==> src/rtl/board_io_bridge.sv <==
// board_io_bridge
// Board-side conditioning between raw FPGA pins and the tt_um_sid core pins.
// Everything runs in the core clock domain.
//
// Ports
//   clk, rst_n       core clock, asynchronous active-low reset
//   btn_raw          raw pushbuttons (active high); btn[0] is the core reset button
//   sw_raw           raw slide switches: [0] core enable, [2:1] LED select, [3] unused
//   spi_*_raw        raw SPI pins (clock, active-low chip select, data)
//   core_uo_out      core dedicated outputs
//   ui_in            to core: {5'b0, mosi, sclk, cs_n}, glitch filtered
//   core_rst_n       stretched core reset
//   core_ena         synchronised sw[0]
//   btn_level        debounced button levels
//   btn_pulse        one-clock pulse when a debounced level rises
//   pdm_out          registered core_uo_out[PDM_BIT]
//   led              switch-selected debug view
module board_io_bridge #(
    parameter int N_BTN           = 4,
    parameter int SYNC_STAGES     = 2,
    parameter int DEBOUNCE_CYCLES = 500000,
    parameter int RST_HOLD        = 16,
    parameter int HB_LOG2         = 25,
    parameter int PDM_BIT         = 1
) (
    input  logic             clk,
    input  logic             rst_n,
    input  logic [N_BTN-1:0] btn_raw,
    input  logic [3:0]       sw_raw,
    input  logic             spi_clk_raw,
    input  logic             spi_cs_n_raw,
    input  logic             spi_mosi_raw,
    input  logic [7:0]       core_uo_out,
    output logic [7:0]       ui_in,
    output logic             core_rst_n,
    output logic             core_ena,
    output logic [N_BTN-1:0] btn_level,
    output logic [N_BTN-1:0] btn_pulse,
    output logic             pdm_out,
    output logic [3:0]       led
);

    // All raw inputs share one synchroniser vector:
    // [N_BTN-1:0] buttons, then 4 switches, then cs_n, sclk, mosi (ui_in[2:0] order).
    localparam int W      = N_BTN + 7;
    localparam int SW_LSB = N_BTN;
    localparam int CS_BIT = N_BTN + 4;
    localparam int DB_W   = $clog2(DEBOUNCE_CYCLES);
    localparam int HOLD_W = (RST_HOLD > 1) ? $clog2(RST_HOLD) : 1;

    // cs_n idles high, every other synchronised input idles low
    localparam logic [W-1:0]       SYNC_RST  = {{(W-1){1'b0}}, 1'b1} << CS_BIT;
    localparam logic [DB_W-1:0]    DB_LAST   = DB_W'(DEBOUNCE_CYCLES - 1);
    localparam logic [DB_W-1:0]    DB_ONE    = DB_W'(1'b1);
    localparam logic [HOLD_W-1:0]  HOLD_LAST = HOLD_W'(RST_HOLD - 1);
    localparam logic [HOLD_W-1:0]  HOLD_ONE  = HOLD_W'(1'b1);
    localparam logic [HB_LOG2-1:0] HB_ONE    = HB_LOG2'(1'b1);

    logic [W-1:0]       raw_s;
    logic [W-1:0]       sync_d [SYNC_STAGES];
    logic [W-1:0]       sync_q [SYNC_STAGES];
    logic [W-1:0]       sync_s;
    logic [N_BTN-1:0]   btn_sync_s;
    logic [3:0]         sw_sync_s;
    logic [2:0]         spi_sync_s;

    logic [2:0]         hist0_d, hist0_q, hist1_d, hist1_q;
    logic [2:0]         filt_d, filt_q;

    logic [DB_W-1:0]    db_cnt_d [N_BTN];
    logic [DB_W-1:0]    db_cnt_q [N_BTN];
    logic [N_BTN-1:0]   lvl_d, lvl_q, pulse_d, pulse_q;

    logic [HOLD_W-1:0]  hold_cnt_d, hold_cnt_q;
    logic               core_rst_n_d, core_rst_n_q;

    logic               pdm_d, pdm_q;
    logic [HB_LOG2-1:0] hb_d, hb_q;
    logic [3:0]         led_d, led_q;
    logic [N_BTN+3:0]   lvl_pad_s;
    logic               unused_s;

    assign raw_s      = {spi_mosi_raw, spi_clk_raw, spi_cs_n_raw, sw_raw, btn_raw};
    assign sync_s     = sync_q[SYNC_STAGES-1];
    assign btn_sync_s = sync_s[N_BTN-1:0];
    assign sw_sync_s  = sync_s[SW_LSB+3:SW_LSB];
    assign spi_sync_s = sync_s[CS_BIT+2:CS_BIT];
    assign lvl_pad_s  = {4'b0000, lvl_q};
    // sw[3] is reserved; button levels above bit 3 never reach the LEDs
    assign unused_s   = ^{sw_sync_s[3], lvl_pad_s[N_BTN+3:4]};

    // Synchroniser chain next-state: shift raw pins one stage per clock
    always_comb begin
        sync_d[0] = raw_s;
        for (int k = 1; k < SYNC_STAGES; k++) begin
            sync_d[k] = sync_q[k-1];
        end
    end

    // Synchroniser chain registers
    always_ff @(posedge clk or negedge rst_n) begin
        if (!rst_n) begin
            for (int k = 0; k < SYNC_STAGES; k++) begin
                sync_q[k] <= SYNC_RST;
            end
        end else begin
            for (int k = 0; k < SYNC_STAGES; k++) begin
                sync_q[k] <= sync_d[k];
            end
        end
    end

    // SPI glitch filter next-state. The 3-sample window is the current sync
    // output plus its two previous samples; the filter takes a new value only
    // when all three agree, so a clean edge lands 3 clocks after the sync edge
    // and pulses of 2 clocks or less are swallowed.
    always_comb begin
        hist0_d = spi_sync_s;
        hist1_d = hist0_q;
        filt_d  = (filt_q | (spi_sync_s & hist0_q & hist1_q))
                & (spi_sync_s | hist0_q | hist1_q);
    end

    // SPI glitch filter registers (cs_n lane idles high)
    always_ff @(posedge clk or negedge rst_n) begin
        if (!rst_n) begin
            hist0_q <= 3'b001;
            hist1_q <= 3'b001;
            filt_q  <= 3'b001;
        end else begin
            hist0_q <= hist0_d;
            hist1_q <= hist1_d;
            filt_q  <= filt_d;
        end
    end

    // Debounce next-state: count clocks the sync level differs from the
    // accepted level, accept it after DEBOUNCE_CYCLES, restart on any bounce
    always_comb begin
        for (int i = 0; i < N_BTN; i++) begin
            db_cnt_d[i] = db_cnt_q[i];
            lvl_d[i]    = lvl_q[i];
            if (btn_sync_s[i] == lvl_q[i]) begin
                db_cnt_d[i] = '0;
            end else if (db_cnt_q[i] == DB_LAST) begin
                lvl_d[i]    = btn_sync_s[i];
                db_cnt_d[i] = '0;
            end else begin
                db_cnt_d[i] = db_cnt_q[i] + DB_ONE;
            end
        end
        // pulse is high during the first clock the new level is visible
        pulse_d = lvl_d & ~lvl_q;
    end

    // Debounce registers
    always_ff @(posedge clk or negedge rst_n) begin
        if (!rst_n) begin
            for (int i = 0; i < N_BTN; i++) begin
                db_cnt_q[i] <= '0;
            end
            lvl_q   <= '0;
            pulse_q <= '0;
        end else begin
            for (int i = 0; i < N_BTN; i++) begin
                db_cnt_q[i] <= db_cnt_d[i];
            end
            lvl_q   <= lvl_d;
            pulse_q <= pulse_d;
        end
    end

    // Core reset stretcher next-state: button 0 holds the core in reset and
    // reloads the counter; release takes RST_HOLD clocks of quiet
    always_comb begin
        hold_cnt_d   = hold_cnt_q;
        core_rst_n_d = core_rst_n_q;
        if (lvl_q[0]) begin
            hold_cnt_d   = '0;
            core_rst_n_d = 1'b0;
        end else if (!core_rst_n_q) begin
            if (hold_cnt_q == HOLD_LAST) begin
                core_rst_n_d = 1'b1;
            end else begin
                hold_cnt_d = hold_cnt_q + HOLD_ONE;
            end
        end else begin
            hold_cnt_d   = hold_cnt_q;
            core_rst_n_d = 1'b1;
        end
    end

    // PDM, heartbeat and LED mux next-state
    always_comb begin
        pdm_d = core_uo_out[PDM_BIT];
        hb_d  = hb_q + HB_ONE;
        case (sw_sync_s[2:1])
            2'b00:   led_d = core_uo_out[3:0];
            2'b01:   led_d = core_uo_out[7:4];
            2'b10:   led_d = lvl_pad_s[3:0];
            2'b11:   led_d = {3'b000, hb_q[HB_LOG2-1]};
            default: led_d = 4'b0000;
        endcase
    end

    // Core reset, PDM, heartbeat and LED registers
    always_ff @(posedge clk or negedge rst_n) begin
        if (!rst_n) begin
            hold_cnt_q   <= '0;
            core_rst_n_q <= 1'b0;
            pdm_q        <= 1'b0;
            hb_q         <= '0;
            led_q        <= 4'b0000;
        end else begin
            hold_cnt_q   <= hold_cnt_d;
            core_rst_n_q <= core_rst_n_d;
            pdm_q        <= pdm_d;
            hb_q         <= hb_d;
            led_q        <= led_d;
        end
    end

    assign ui_in      = {5'b00000, filt_q};
    assign core_rst_n = core_rst_n_q;
    assign core_ena   = sync_s[SW_LSB];
    assign btn_level  = lvl_q;
    assign btn_pulse  = pulse_q;
    assign pdm_out    = pdm_q;
    assign led        = led_q;

endmodule
==> config.mk <==
export PLATFORM = sky130hd
export DESIGN_NAME = board_io_bridge
export DESIGN_NICKNAME = d
export VERILOG_FILES = /design/src/rtl/board_io_bridge.sv
export SDC_FILE = /design/constraint.sdc
export NUM_CORES = 1
export LEC_CHECK = 0
export BUFFER_PORTS_ARGS = -buffer_cell sky130_fd_sc_hd__buf_2
export CAP_MARGIN = 0
export CORE_MARGIN = 4
export CORE_UTILIZATION = 40
export CTS_CLUSTER_SIZE = 14
export DETAILED_ROUTE_END_ITERATION = 7
export GPL_ROUTABILITY_DRIVEN = 0
export PLACE_DENSITY = 0.6
export SYNTH_ARGS = -nofsm -noshare
export SYNTH_HDL_FRONTEND = slang
export SYNTH_SLANG_ARGS = --single-unit
==> constraint.sdc <==
create_clock -name clk -period 5.6 [get_ports clk]
set_input_delay 0.28 -clock clk [delete_from_list [all_inputs] [get_ports clk]]
set_output_delay 0.28 -clock clk [all_outputs]
set_load 0.005 [all_outputs]
==> flow_metrics.env, run 1 <==
export IMPL_outcome="completed"
export IMPL_final_cells=876
export IMPL_syn2layout_area_growth_pct=17.4
export IMPL_antenna_found_initial=0
export IMPL_ys_warn_count=0
export IMPL_slew_headroom=0.229
export IMPL_postCtsResizedCells=0
export IMPL_p_switching_uw=503
export IMPL_critPathMaxFanout=10
export IMPL_synth_area_mm2=0.00645
export IMPL_worst_setup_path_start_kind="register"
export IMPL_grt_max_degree=95
export IMPL_start_util=0.408
export IMPL_hold_slack_ns=0.0726
export IMPL_cts_hold_buf=12
export IMPL_r2r_end="db_cnt_q[54]"
export IMPL_ys_ff_latch=148
export IMPL_comb_power_share=0.033
export IMPL_hp_class="in -> reg"
export IMPL_drt_initial_drc_count=170
export IMPL_r2r_start="db_cnt_q[38]"
export IMPL_fin_tns_setup_ns=0
export IMPL_overflow=0
export IMPL_grt_pass1_wl_mm=20.6
export IMPL_drive_gt1_frac=0.132
export IMPL_crit_type="reg -> reg"
export IMPL_place_area_mm2=0.00687
export IMPL_crit_chain="ha_1 -> nand4_1 -> o41ai_2 -> buf_4 -> nor2_1"
export IMPL_yosysSeqAreaShare=0.575
export IMPL_worstMarginPinSlew_ns=1.15
export IMPL_die_h_um=135
export IMPL_fillers=1452
export IMPL_fin_worst_skew_ns=0.0112
export IMPL_worst_skew_pair_late_latency_ns=0.42
export IMPL_p_seq_frac=0.486
export IMPL_ant_nets=0
export IMPL_p_clk_frac=0.481
export IMPL_via_count=4418
export IMPL_pre_cts_ws_ns=3.26
export IMPL_final_nets=674
export IMPL_rsz0062_at_grt="no"
export IMPL_htreeDepth=4
export IMPL_syn_inst=586
export IMPL_final_area_mm2=0.00757
export IMPL_post_route_drc_count=0
export IMPL_peakVddDrop_uv=226
export IMPL_sw_frac_of_total=0.220
export IMPL_wl_mm=11.9
export IMPL_period_share=0.425
export IMPL_maxSlewViolCount=0
export IMPL_dp_hpwl_mm=7.91
export IMPL_finalPower_mw=2.29
export IMPL_dp_cells=832
export IMPL_leakage_nw=3.12
export IMPL_cts_tree="built"
export IMPL_slowest_stage="o41ai_2"
export IMPL_grt_pass1_vias=4359
export IMPL_arrival_ns=2.68
export IMPL_maxCapViolCount=0
export IMPL_clockRootBuffer="clkbuf_16"
export IMPL_synth_cell_types=44
export IMPL_synth_edf_count=0
export IMPL_required_ns=5.90
export IMPL_final_setup_worst_slack_ns=3.22
export IMPL_avgViaCountPerCell=5.04
export IMPL_drtPass1Iterations=4
export IMPL_portBuffers=37
export IMPL_r2r_slack_ns=3.22
export IMPL_ys_flop_type="dfrtp_1"
export IMPL_cts_sinks=148
export IMPL_setup_worst_path_start="db_cnt_q[38]"
export IMPL_synth_area_per_cell_um2=11.0
export IMPL_power_density_mw_per_mm2=302
export IMPL_max_freq_mhz=420
export IMPL_period_minus_slack_ns=2.38
export IMPL_core_mm2=0.0158
export IMPL_cp_endpoint="db_cnt_q[54]"
export IMPL_numCtsBuffers=17
export IMPL_io_pins=44
export IMPL_clk_pin_slew_ns=0.06
export IMPL_hold_viol=0
export IMPL_final_util=0.478
export IMPL_die_area_mm2=0.0182
export IMPL_async_flop_share=1.00
export IMPL_fp_row_count=46
export IMPL_wl_per_cell_um=13.6
export IMPL_p_int_mw=1.78
export IMPL_die_w_um=135
export IMPL_num_antenna_cells=0
export IMPL_cts_setup_buffers=0
export IMPL_grt_use_total=0.141
export IMPL_clock_path_buffers=2
export IMPL_worstSetupEndpointType="register"
export IMPL_max_stage_delay_ns=0.92
export IMPL_setup_viol=0
export IMPL_reg2reg_depth=5
==> placed cells by master, fill, tap and decap left out, types with 4 or more instances in the layout <==
cell type	n
nand4_1	29
nor2_1	84
xor2_1	27
dfstp_2	5
conb_1	5
xnor2_1	62
mux2i_1	5
ha_1	6
buf_2	36
and4_1	9
nor4_1	20
nand2_1	36
nand3_1	33
dfrtp_1	143
mux2_2	4
o21ai_0	13
a21oi_1	12
clkbuf_8	4
clkbuf_16	17
nor3_1	16
inv_1	20
nor4b_1	6
or4_1	8
dlygate4sd3_1	12
==> cell usage after synthesis, types with 2 or more instances <==
master / count / share of area
ha_1: 6 / 0.012
nor4b_1: 6 / 0.0081
xor2_1: 27 / 0.037
mux2i_1: 5 / 0.0078
nand4_1: 29 / 0.028
or3_1: 3 / 0.0029
or4b_1: 3 / 0.0047
and2_1: 3 / 0.0029
nand3_1: 33 / 0.026
o21ai_0: 13 / 0.010
nor2_1: 84 / 0.049
inv_1: 20 / 0.012
and4_1: 9 / 0.012
mux2_2: 4 / 0.0070
nor3_1: 16 / 0.012
or4_1: 8 / 0.0093
buf_2: 2 / 0.0016
o41ai_2: 2 / 0.0050
o31ai_1: 3 / 0.0035
and3b_1: 3 / 0.0041
buf_4: 5 / 0.0058
dfrtp_1: 143 / 0.55
nand2_1: 36 / 0.021
nor4bb_1: 2 / 0.0031
a21oi_1: 12 / 0.0093
nor4_1: 20 / 0.019
dfstp_2: 5 / 0.020
xnor2_1: 62 / 0.084
clkbuf_1: 6 / 0.0035
or4_4: 2 / 0.0035
==> worst max-delay path, delay by kind of cell (launching register included) <==
kind            cells  cell delay [ns]
compound gates      1             0.92
fa+ha+maj           1             0.24
buf+inv             1             0.31
flops               1             0.41
simple gates        2             0.38
==> layout make-up <==
type | instances | area (um^2) | share of cell area
well taps | 216 | 270 | 0.0357
clock inverters | 10 | 97.6 | 0.0129
flip-flops and latches | 148 | 3710 | 0.490
clock buffers | 22 | 484 | 0.0639
multi-input cells | 408 | 2600 | 0.344
inverters | 20 | 75.1 | 0.00991
repair buffers | 52 | 334 | 0.0441
==> worst min-delay path by stage <==
stage               slack [ns]           end  cells past startpoint            from
floorplan                -0.02  btn_level[0]                      0           rst_n
global placement          0.33     sync_s[4]                      0       sync_d[4]
detailed placement        0.34     sync_s[0]                      0       sync_d[0]
CTS                       0.05        led[2]                      3  core_uo_out[6]
global route              0.07        led[2]                      3  core_uo_out[6]
finish                    0.07        led[2]                      3  core_uo_out[6]
==> power groups by stage <==
stage / clock, mW / sequential (mW) / combinational [mW]
after floorplan: 0 / 1.13 / 0.0330
after global placement: 0 / 1.13 / 0.0693
after detailed placement: 0 / 1.13 / 0.0716
after CTS: 1.12 / 1.11 / 0.0787
after global routing: 1.18 / 1.11 / 0.0885
final: 1.10 / 1.11 / 0.0751
==> per-layer routing <==
| layer | up-vias | global-route usage | part of all wire |
|---|---|---|---|
| met5 | - | 0 | 0 |
| li1 | 2168 | - | - |
| met2 | 75 | 0.212 | 0.45 |
| met3 | 13 | 0.0432 | 0.048 |
| met1 | 2162 | 0.197 | 0.49 |
| met4 | 0 | 0.0437 | 0.011 |
==> cells by family after synthesis <==
group,Yosys count,synth area share
compound gates,34,0.0334
xor+xnor,89,0.121
fa+ha+maj,6,0.0116
buf+inv,34,0.0242
flops,148,0.575
mux,10,0.0182
other cells,1,0.000581
simple gates,264,0.216
==> flip-flops by register name, summed over array words and instances, names as in the netlist <==
| register | flops |
|---|---|
| db_cnt_q | 76 |
| hb_q | 25 |
| sync_d | 10 |
| sync_s | 10 |
| btn_level | 4 |
| btn_pulse | 4 |
| hold_cnt_q | 4 |
| led | 4 |
| filt_q | 3 |
| hist0_q | 3 |
| hist1_q | 3 |
| core_rst_n | 1 |
| pdm_out | 1 |
Power figures use the tool's default switching activity.
==> run 2: changes to the inputs <==
--- a/config.mk
+++ b/config.mk
@@ -5,6 +5,7 @@
 export SDC_FILE = /design/constraint.sdc
 export NUM_CORES = 1
 export LEC_CHECK = 0
+export ABC_AREA = 1
 export BUFFER_PORTS_ARGS = -buffer_cell sky130_fd_sc_hd__buf_2
 export CAP_MARGIN = 0
 export CORE_MARGIN = 4
@@ -12,7 +13,7 @@
 export CTS_CLUSTER_SIZE = 14
 export DETAILED_ROUTE_END_ITERATION = 7
 export GPL_ROUTABILITY_DRIVEN = 0
-export PLACE_DENSITY = 0.6
+export PLACE_DENSITY = 0.59
 export SYNTH_ARGS = -nofsm -noshare
 export SYNTH_HDL_FRONTEND = slang
 export SYNTH_SLANG_ARGS = --single-unit
==> constraint.sdc (replaced) <==
create_clock -name clk -period 2.4 [get_ports clk]
set_input_delay 0.12 -clock clk [delete_from_list [all_inputs] [get_ports clk]]
set_output_delay 0.12 -clock clk [all_outputs]
set_load 0.005 [all_outputs]
==> flow_metrics.env, run 2 <==
export IMPL_regMostFlops="db_cnt_q"
export IMPL_netlist_area_leader_share=0.492
export IMPL_period_share=0.732
export IMPL_clock_path_buffers=2
export IMPL_ys_top_cells_by_count="nor2_1 (220), nand2_1 (210), dfrtp_1 (143)"
export IMPL_yosysMostFrequentCell="nor2_1"
export IMPL_cts_setup_buffers=0
export IMPL_clockRootBuffer="clkbuf_16"
export IMPL_hp_class="in -> reg"
export IMPL_r2r_start="sync_s[5]"
export IMPL_start_util=0.406
export IMPL_place_area_mm2=0.00776
export IMPL_hold_viol=0
export IMPL_pre_cts_ws_ns=0.845
export IMPL_fp_row_count=49
export IMPL_crit_type="reg -> reg"
export IMPL_ys_ff_latch=148
export IMPL_wl_per_cell_um=12.8
export IMPL_final_nets=1003
export IMPL_hold_slack_ns=0.0279
export IMPL_maxSlewViolCount=0
export IMPL_drt_initial_drc_count=296
export IMPL_worst_skew_pair_late_latency_ns=0.42
export IMPL_min_delay_path_depth=3
export IMPL_syn_inst=904
export IMPL_fin_worst_skew_ns=0.00891
export IMPL_grt_pass1_vias=5475
export IMPL_r2r_slack_ns=0.64
export IMPL_ys_warn_count=0
export IMPL_num_antenna_cells=0
export IMPL_drive_gt1_frac=0.101
export IMPL_arrival_ns=2.11
export IMPL_final_cells=1218
export IMPL_required_ns=2.75
export IMPL_die_h_um=143
export IMPL_ant_nets=0
export IMPL_max_freq_mhz=569
export IMPL_worstHoldEndpoint="led[0]"
export IMPL_core_mm2=0.0179
export IMPL_wl_mm=15.6
export IMPL_via_count=5723
export IMPL_grt_max_degree=55
export IMPL_io_pins=44
export IMPL_grt_use_total=0.164
export IMPL_r2r_end="led[2]"
export IMPL_hp_start="core_uo_out[0]"
export IMPL_reg2reg_depth=5
export IMPL_post_route_drc_count=0
export IMPL_largest_register_ffs=76
export IMPL_setup_viol=0
export IMPL_worstMarginPinSlew_ns=0.527
export IMPL_portBuffers=37
export IMPL_cts_sinks=148
export IMPL_die_area_mm2=0.0204
export IMPL_antenna_found_initial=0
export IMPL_async_flop_share=1.00
export IMPL_synth_top_area_cell="dfrtp_1"
export IMPL_peakVddDrop_uv=480
export IMPL_syn2layout_area_growth_pct=16.7
export IMPL_critPathMaxFanout=5
export IMPL_htreeDepth=4
export IMPL_layout_commonest_cell="nor2_1"
export IMPL_clk_pin_slew_ns=0.06
export IMPL_worstSetupEndpointType="register"
export IMPL_synth_area_per_cell_um2=8.04
export IMPL_outcome="completed"
export IMPL_synth_area_top_cells="dfrtp_1 (49%), nor2_1 (11%), nand2_1 (11%)"
export IMPL_fin_tns_setup_ns=0
export IMPL_ys_flop_type="dfrtp_1"
export IMPL_synth_area_mm2=0.00727
export IMPL_numCtsBuffers=17
export IMPL_maxCapViolCount=0
export IMPL_yosysSeqAreaShare=0.510
export IMPL_worst_setup_path_start_kind="register"
export IMPL_overflow=0
export IMPL_drtPass1Iterations=5
export IMPL_final_area_mm2=0.00849
export IMPL_leakage_nw=3.73
export IMPL_avgViaCountPerCell=4.70
export IMPL_cts_tree="built"
export IMPL_synth_cell_types=34
export IMPL_rsz0062_at_grt="no"
export IMPL_power_density_mw_per_mm2=629
export IMPL_period_minus_slack_ns=1.76
export IMPL_final_util=0.474
export IMPL_finalPower_mw=5.33
export IMPL_slew_headroom=0.649
export IMPL_largest_registers="db_cnt_q (76), hb_q (25)"
export IMPL_die_w_um=143
export IMPL_dp_hpwl_mm=11.2
export IMPL_grt_pass1_wl_mm=26.6
export IMPL_synth_edf_count=0
export IMPL_layout_common_cells="nor2_1 (220), nand2_1 (210), dfrtp_1 (143)"
export IMPL_final_setup_worst_slack_ns=0.642
export IMPL_dp_cells=1170
run 2: cell count changes after synthesis, moves of 6 or more:
| cell | change |
|---|---|
| nand2_1 | +174 |
| nor2_2 | +10 |
| nand3b_1 | +8 |
| nand3_1 | +37 |
| nand4_1 | -21 |
| and4_1 | -9 |
| nor4b_1 | -6 |
| nor4_1 | -20 |
| nor2_1 | +136 |
| nor3b_1 | +8 |
| inv_1 | +65 |
| xor2_1 | +14 |
| xnor2_1 | -44 |
| or4_1 | -8 |
run 2: logic make-up after synthesis:
| group | Yosys count | synth area share |
|---|---|---|
| adders and majority gates | 6 | 0.0103 |
| and+or+nand+nor | 565 | 0.332 |
| DFF | 148 | 0.510 |
| buffers and inverters | 95 | 0.0520 |
| other | 1 | 0.000516 |
| AOI/OAI and AO/OA | 30 | 0.0239 |
| xor gates and xnor gates | 59 | 0.0711 |
run 2: layout make-up:
class	count	area [um^2]
Timing Repair Buffer	58	402
Multi-Input combinational cell	665	3200
Tap cell	229	287
Clock inverter	13	124
Sequential cell	148	3710
Clock buffer	19	443
Inverter	86	323
Fill cell	1748	9420
run 2: worst max-delay path by stage:
stage / end / startpoint
2_1_floorplan: hb_q[20] / hb_q[0]
3_3_place_gp: hb_q[20] / hb_q[0]
3_5_place_dp: hb_q[20] / hb_q[0]
4_1_cts: led[2] / sync_s[5]
5_1_grt: led[2] / sync_s[5]
6_report: led[2] / sync_s[5]
run 2: critical path, stage by stage, from the launching register on:
cell and delay [ns]:
dfrtp_1 0.40, inv_1 0.15, nor2_1 0.40, nand2_1 0.09
nand3_1 0.09, dlygate4sd3_1 0.56
run 2: per-layer routing:
layer | part of all wire | vias up | GRT usage | wire, um
met5 | 0 | - | 0 | 0
met4 | 0.011 | 0 | 0.0525 | 178
met3 | 0.040 | 14 | 0.0338 | 626
met2 | 0.46 | 114 | 0.255 | 7170
met1 | 0.49 | 2640 | 0.230 | 7600
li1 | - | 2955 | - | -
run 2: power by group:
group | internal, mW | switching, mW
clock network | 1.47 | 1.08
logic | 0.0783 | 0.124
registers | 2.55 | 0.0320
run 2: timing repair:
action	CTS	global route
hold buffers	16	0
gates resized for setup	0	0
endpoints found under the hold margin	64	0
==> run 3: changes to the inputs <==
==> constraint.sdc (replaced) <==
create_clock -name clk -period 1.7 [get_ports clk]
set_input_delay 0.085 -clock clk [delete_from_list [all_inputs] [get_ports clk]]
set_output_delay 0.085 -clock clk [all_outputs]
set_load 0.005 [all_outputs]
==> flow_metrics.env, run 3 (synthesis gave the netlist of run 2 again) <==
export IMPL_critPathMostFrequentCell="nor2_1"
export IMPL_post_route_drc_count=0
export IMPL_fillers=1744
export IMPL_worst_skew_pair_late_latency_ns=0.43
export IMPL_clockRootBuffer="clkbuf_16"
export IMPL_htreeDepth=4
export IMPL_grt_pass1_vias=5640
export IMPL_crit_type="reg -> reg"
export IMPL_portBuffers=37
export IMPL_ant_nets=0
export IMPL_max_stage_delay_ns=0.36
export IMPL_drt_initial_drc_count=322
export IMPL_syn2layout_area_growth_pct=17.5
export IMPL_cts_tree="built"
export IMPL_grt_pass1_wl_mm=26.9
export IMPL_layout_common_cells="nor2_1 (220), nand2_1 (210), dfrtp_1 (143)"
export IMPL_fin_tns_setup_ns=0
export IMPL_cts_setup_buffers=0
export IMPL_period_minus_slack_ns=1.52
export IMPL_wl_mm=15.1
export IMPL_grt_max_degree=47
export IMPL_setup_viol=0
export IMPL_cts_sinks=148
export IMPL_overflow=0
export IMPL_die_h_um=143
export IMPL_io_pins=44
export IMPL_crit_chain="ha_1 -> nand2_1 -> nor2_1 -> nand2_1 -> nor2_1 -> xor2_1 -> nor2_1"
export IMPL_place_area_mm2=0.00781
export IMPL_period_share=0.893
export IMPL_grt_use_total=0.164
export IMPL_largest_register_ffs=76
export IMPL_clock_path_buffers=2
export IMPL_regMostFlops="db_cnt_q"
export IMPL_fin_worst_skew_ns=0.0131
export IMPL_numCtsBuffers=17
export IMPL_hold_viol=0
export IMPL_outcome="completed"
export IMPL_die_area_mm2=0.0204
export IMPL_drtPass1Iterations=4
export IMPL_finalPower_mw=7.45
export IMPL_peakVddDrop_uv=683
export IMPL_worst_setup_path_start_kind="register"
export IMPL_wl_per_cell_um=12.3
export IMPL_routed_top_layer="met4"
export IMPL_clk_pin_slew_ns=0.06
export IMPL_maxSlewViolCount=0
export IMPL_final_area_mm2=0.00855
export IMPL_wirelength_met1_mm=7.51
export IMPL_die_w_um=143
export IMPL_routed_wl_met2_mm=6.85
export IMPL_dp_hpwl_mm=11.2
export IMPL_arrival_ns=1.81
export IMPL_hp_class="in -> reg"
export IMPL_via_count=5757
export IMPL_max_freq_mhz=659
export IMPL_antenna_found_initial=0
export IMPL_met3_length_um=478
export IMPL_core_mm2=0.0179
export IMPL_worstMarginPinSlew_ns=0.498
export IMPL_worstSetupEndpointType="register"
export IMPL_required_ns=1.99
export IMPL_avgViaCountPerCell=4.70
export IMPL_drive_gt1_frac=0.107
export IMPL_largest_registers="db_cnt_q (76), hb_q (25)"
export IMPL_fp_row_count=49
export IMPL_power_density_mw_per_mm2=872
export IMPL_hold_slack_ns=0.0484
export IMPL_maxCapViolCount=0
export IMPL_final_nets=1009
export IMPL_slowest_stage="dfrtp_1"
export IMPL_start_util=0.406
export IMPL_critPathMaxFanout=3
export IMPL_leakage_nw=3.75
export IMPL_layout_commonest_cell="nor2_1"
export IMPL_slew_headroom=0.665
export IMPL_rsz0062_at_grt="no"
run 3: worst paths after layout:
check / to / startpoint / slack [ns] / cells past startpoint
setup / recovery: db_cnt_q[71] / db_cnt_q[57] / 0.18 / 7
hold / removal: led[3] / core_uo_out[7] / 0.05 / 3
setup reg to reg: db_cnt_q[71] / db_cnt_q[57] / 0.18 / 7
hold reg to reg: sync_s[5] / sync_d[5] / 0.35 / 0
max in group asynchronous: hist1_q[0] / rst_n / 0.91 / 3
min in group asynchronous: filt_q[1] / rst_n / 0.15 / 2
run 3: area by class of cell:
type	count	area (um^2)	area share
inverters	86	323	0.0378
clock buffers	18	439	0.0514
diodes	1	2.50	0.000293
multi-input cells	665	3200	0.375
repair buffers	64	462	0.0540
clock inverters	14	119	0.0139
flip-flops and latches	148	3710	0.434
well taps	229	287	0.0335
run 3: what timing repair did:
| item | CTS | global route |
|---|---|---|
| endpoints found under the hold margin | 81 | 0 |
| hold buffers | 17 | 0 |
| gates resized for setup | 0 | 1 |
| endpoints found under the setup margin | 0 | 1 |
run 3: per-layer routing:
layer / track usage / vias up
met3: 0.0345 / 18
met5: 0 / -
met4: 0.0570 / 0
met2: 0.254 / 80
li1: - / 2982
met1: 0.229 / 2677
run 3: critical path: cells and delay by family (launching register included):
kind,cells,cell delay (ns)
xor+xnor,1,0.15
simple gates,5,0.69
fa+ha+maj,1,0.19
flops,1,0.36
run 3: power breakdown:
group | switching [mW] | internal [mW]
Sequential | 0.0426 | 3.60
Clock | 1.57 | 1.94
Combinational | 0.176 | 0.115
run 3: metrics by stage:
| stage | utilization | std cells | worst slack, ns |
|---|---|---|---|
| 3_3_place_gp | 0.436 | 1175 | 0.194 |
| 6_report | 0.477 | 1225 | 0.183 |
| 4_1_cts | 0.477 | 1224 | 0.175 |
| 3_5_place_dp | 0.436 | 1175 | 0.182 |
| 5_1_grt | 0.477 | 1224 | 0.0378 |
| 2_1_floorplan | - | 908 | 0.297 |
